===== src/rtl/student_ram4.sv =====
`default_nettype none
// ----------------------------------------------------------------------------
// student_ram4 : 4-entry register file with per-entry valid bits and bulk clear
// Revision     : 1.0
// ----------------------------------------------------------------------------
module student_ram4 #(
  parameter int WIDTH = 16
) (
  input  logic             clk,
  input  logic             reset,
  input  logic [WIDTH-1:0] in,
  input  logic             load,
  input  logic [1:0]       address,
  input  logic             clear,
  output logic [WIDTH-1:0] out,
  output logic             valid,
  output logic [2:0]       count
);

  logic [WIDTH-1:0] mem_q [4];
  logic [WIDTH-1:0] mem_d [4];
  logic [3:0]       vbit_q;
  logic [3:0]       vbit_d;
  logic             ld_a, ld_b, ld_c, ld_d;
  logic [3:0]       ld;

  // dmux4way: the single load strobe is steered to one word by address
  always_comb begin
    ld_a = load & (address == 2'b00);
    ld_b = load & (address == 2'b01);
    ld_c = load & (address == 2'b10);
    ld_d = load & (address == 2'b11);
    ld   = {ld_d, ld_c, ld_b, ld_a};
  end

  always_comb begin
    vbit_d = vbit_q;
    for (int i = 0; i < 4; i++) begin
      mem_d[i] = mem_q[i];
    end
    if (clear) begin
      vbit_d = 4'b0000;
      for (int i = 0; i < 4; i++) begin
        mem_d[i] = '0;
      end
    end else begin
      for (int i = 0; i < 4; i++) begin
        if (ld[i]) begin
          mem_d[i]  = in;
          vbit_d[i] = 1'b1;
        end
      end
    end
  end

  always_ff @(posedge clk) begin
    if (reset) begin
      vbit_q <= 4'b0000;
      for (int i = 0; i < 4; i++) begin
        mem_q[i] <= '0;
      end
    end else begin
      vbit_q <= vbit_d;
      for (int i = 0; i < 4; i++) begin
        mem_q[i] <= mem_d[i];
      end
    end
  end

  always_comb begin
    out   = mem_q[address];
    valid = vbit_q[address];
    count = {2'b00, vbit_q[0]} + {2'b00, vbit_q[1]}
          + {2'b00, vbit_q[2]} + {2'b00, vbit_q[3]};
  end

endmodule
`default_nettype wire


===== config.mk =====
export PLATFORM = sky130hd
export DESIGN_NAME = student_ram4
export DESIGN_NICKNAME = d
export VERILOG_FILES = /design/src/rtl/student_ram4.sv
export SDC_FILE = /design/constraint.sdc
export NUM_CORES = 1
export LEC_CHECK = 0
export BUFFER_PORTS_ARGS = -buffer_cell sky130_fd_sc_hd__buf_2
export CELL_PAD_IN_SITES_DETAIL_PLACEMENT = 0
export CELL_PAD_IN_SITES_GLOBAL_PLACEMENT = 1
export CORE_ASPECT_RATIO = 0.7
export CORE_MARGIN = 3
export CORE_UTILIZATION = 35
export DETAILED_ROUTE_END_ITERATION = 10
export PLACE_DENSITY = 0.6
export RECOVER_POWER = 25
export SETUP_SLACK_MARGIN = 0.4
export SYNTH_ARGS = -nofsm -noshare
export SYNTH_HDL_FRONTEND = slang
export SYNTH_SLANG_ARGS = --single-unit

===== constraint.sdc =====
create_clock -name clk -period 4.37 [get_ports clk]
set_clock_uncertainty 0.15 [all_clocks]
set_input_delay 0.2185 -clock clk [delete_from_list [all_inputs] [get_ports clk]]
set_output_delay 0.2185 -clock clk [all_outputs]
set_load 0.01 [all_outputs]

* Word level (Yosys, flattened, before mapping)
Memory sizes are Yosys's and may differ from the RTL's.
Index checks and enable logic that the tools add are counted.
** Word-level totals
- Flip-flop bits (word level) :: 4
- Memory bits (writable) :: 64
- Input bits :: 22
- Output and inout bits :: 20
- Word-level logic and storage cells :: 44
- Memories kept :: 1
** Memory list
- mem_q :: words 4, bits a word 16, read ports 1, clocked after Yosys merged registers in 0, write ports 4, line 20 : logic [WIDTH-1:0] mem_q [4];
** Cells by class
- Add/subtract/negate cells :: 3
- $lt $le $gt $ge :: 1
- Equal/unequal tests :: 7
- Mux-type cells :: 14
- Bitwise logic cells :: 8
- Reductions and logical operators :: 6
** Operators with widths (count)
- $mux W16 :: 8
- $mux W64 :: 1
- $ne A2 B2 Y1 const B :: 4
- $reduce_and A2 Y1 :: 4
- $and A1 B1 Y1 :: 4
- $eq A2 B2 Y1 const B :: 2
- $mux W1 :: 4
- $or A1 B1 Y1 :: 4
- $add A2 B1 Y3 :: 1
- $add A3 B1 Y3 :: 1
- $lt A2 B3 Y1 const B :: 1
- $add A1 B1 Y2 :: 1
- $bmux W1 S2 :: 1
- $eq A2 B1 Y1 const B :: 1
- $logic_not A2 Y1 :: 1
- $reduce_or A2 Y1 :: 1

* Logic depth before layout (Yosys ltp)
- Depth after elaboration :: 5
- Gate-level depth with buffers :: 5
- Mapped depth without buffers :: 5

* Worst setup path before layout
OpenSTA, ideal clock, no wires.
- Kind :: input -> register
- From :: in address[1]
- To :: mem mem_q[2][0], enable pin
- Library setup time :: 0.411 ns
- Data arrival time :: 1.830 ns
- Required time :: 3.809 ns
- Slack :: 1.979 ns
- Stages :: 4
- Buffers on the path :: 2
- Cells stage by stage :: buf_6 > buf_2 > nand2_1 > o21ai_0
** RTL lines
- from (decl) :: line 13 : input logic [1:0] address,
- to (decl) :: line 20

==> run metrics <==
outcome=complete, but fails checks; failing checks=max-capacitance violations; chip width=around 120 um; DR top layer=met4; first-pass GRT wire length=about 11000 um; Vias/cell=around 5.1; final net count=roughly 270; hold slack final=~0.12 ns; Setup Crit Path Kind=input pin to flip-flop; WP depth=4; core area=between 0.008 and 0.009 sq mm; crit path buf inv count=2; Syn Nets=roughly 230; GP Congestion=between 0.7 and 0.8; Crit path max-delay family=buffers and inverters; VDD IR-drop max=around 0.18 mV; via count=about 1800; Synth Register Bits=68; GRT Util Overall=0.148; crit end category=flip-flop; Arr. time, crit path=roughly 2.4 ns; Detail Placement HPWL=4030 um; worst-case clock buffer depth=2; Critical path origin=address[1]; CTS sink count=~70; power consumption=around 1.6 mW; Routed met3 length=~360 um; Setup WS post-layout=between 1.5 and 2 ns; setup bufs post-CTS=0; Final Hold Fails=0; min Tclk post-route=2.58 ns; Setup crit start kind=input pin; CP Cell Sequence=clkbuf_1, nand2_1, o21ai_0, buf_4; Max Clk Rate=0.388 GHz; Worst-Skew Late Latency=0.32 ns; number of synthesized flops with an enable pin=64; Post-Route WL=approximately 6500 um; Syn. warnings=0; Area Growth Syn to Fin=18.2%; post-layout util=0.440; Critical Path End=mem_q[2][3]$_SDFFCE_PN0P_; setup violators final=0; Initial Utilization=0.372; layout cell share with drive strength beyond 1=0.287; Avg WL per Cell=18.3 um; PortBufs=41; slew of the pin with the lowest slew margin=~1.5 ns; reg2reg start=vbit_q[1]$_SDFFE_PP0P_; vias in the first global route=between 1500 and 2000; met2 WL=approximately 2800 um; Die Area=0.00978 sq mm; setup_tns=0 ns; Root Buffer=clkbuf_16; sequential share of the synthesized area=0.664; number of iterations in the first detailed-routing pass=4; pin count of the biggest net entering global routing=33; CTS tree=done; # DRC=0; Rows=27; fin crit share=0.589; Syn Std Cell Area=about 0.0030 sq mm; Hold Crit Class=input pin to flip-flop; post-cts resize count=0; Num CTS Buffers=9; CP max stage cell=clkbuf_1; Synth Instances=roughly 210; max-slew violations=0; Rel. slew slack=0.00159; Cell Pwr Density=between 400 and 500 mW/mm^2; Required @ worst endpoint=approximately 4.2 ns; R2R depth=2; chip height=roughly 84 um; met1 wire length=between 3000 and 4000 um; # H-tree levels=3; Worst R2R End=vbit_q[1]$_SDFFE_PP0P_; clk slew on worst S/H paths=about 0.060 ns; Synth Area per Inst=14.6 sq um; initial antenna violation count=0; commonest register cell after synthesis=edfxtp_1; DR iter-0 viols=between 100 and 150; crit path max fanout=27; Lkg Pwr=approximately 1.4 nW; fraction of registers with async set/reset=0; most frequent cells in the layout=edfxtp_1, nor2_1, buf_2; final global-route overflow total=0; slowest stage delay, CP=~1.1 ns; antenna cells=0; r2r setup slk=approximately 3.6 ns; cts-stage hold buffer count=0; Max Cap Viol=1; Top Ports=between 40 and 50; Place WS=2.03 ns; most common cell after layout, fill and taps aside=edfxtp_1; unrepaired setup endpoints after global routing=no; library cells used by synthesis=24; ANT nets after route=0
[cells in the mapped netlist (all sizes together), types with 3 or more instances]
| cell | n | area share |
|---|---|---|
| buf | 7 | 0.016 |
| clkbuf | 7 | 0.0087 |
| dfxtp | 4 | 0.027 |
| edfxtp | 64 | 0.64 |
| inv | 5 | 0.0062 |
| mux4 | 17 | 0.13 |
| nand2 | 3 | 0.0037 |
| nand2b | 18 | 0.037 |
| nor2 | 57 | 0.071 |
| nor3 | 4 | 0.0066 |
| nor4 | 4 | 0.0083 |
[report_power, final]
part           leakage [nW]  total (mW)  internal, mW  switching [mW]
clock network         0.138       0.682         0.432           0.250
logic                 0.490       0.123        0.0516          0.0713
registers             0.739       0.761         0.751          0.0102
total                  1.37        1.57          1.24           0.332
[tightest hold or removal path, delay by kind of cell]
kind,cells,cell delay [ns]
buffers and inverters,1,0.08
AND/OR/NAND/NOR,2,0.19
[layer usage]
layer / track usage / vias to the layer above
met5: 0 / -
met4: 0.0469 / 0
met3: 0.0514 / 7
met2: 0.209 / 44
met1: 0.213 / 882
li1: - / 845
[area by class of cell]
| type | count | area, sq um |
|---|---|---|
| clock buffers | 9 | 225 |
| inverters | 5 | 18.8 |
| flip-flops and latches | 68 | 2000 |
| clock inverters | 6 | 56.3 |
| repair buffers | 43 | 215 |
| fillers | 773 | 4540 |
| well taps | 101 | 126 |
| multi-input cells | 120 | 921 |
[state kept, by name, indices dropped and copies added (netlist names)]
signal / count
vbit_q: 4
mem_q: 64
[through the flow]
step           cells  area [sq um]
6_report         352          3560
5_1_grt          352          3560
4_1_cts          352          3570
3_5_place_dp     337          3290
3_3_place_gp     337          3290
2_1_floorplan    207          3020
[cells by family (layout without fill, tap and decap cells)]
kind of cell / count (synthesis) / count (layout) / synth area share
AND/OR/NAND/NOR: 94 / 94 / 0.150
flip-flops: 68 / 68 / 0.664
buffers and inverters: 19 / 63 / 0.0307
multiplexers: 17 / 17 / 0.127
AO/OA/AOI/OAI: 6 / 6 / 0.0133
adder cells (fa/ha/maj): 3 / 3 / 0.0149
[worst min path at each step]
stage / from / to / slack (ns) / cells after the start
2_1_floorplan: reset / vbit_q[0]$_SDFFE_PP0P_ / 0.29 / 2
3_3_place_gp: vbit_q[0]$_SDFFE_PP0P_ / vbit_q[0]$_SDFFE_PP0P_ / 0.34 / 1
3_5_place_dp: vbit_q[0]$_SDFFE_PP0P_ / vbit_q[0]$_SDFFE_PP0P_ / 0.34 / 1
4_1_cts: in[9] / mem_q[0][9]$_SDFFCE_PN0P_ / 0.12 / 3
5_1_grt: in[9] / mem_q[0][9]$_SDFFCE_PN0P_ / 0.14 / 3
6_report: in[6] / mem_q[1][6]$_SDFFCE_PN0P_ / 0.12 / 3
Note: power is estimated with default switching activity, not from simulation.
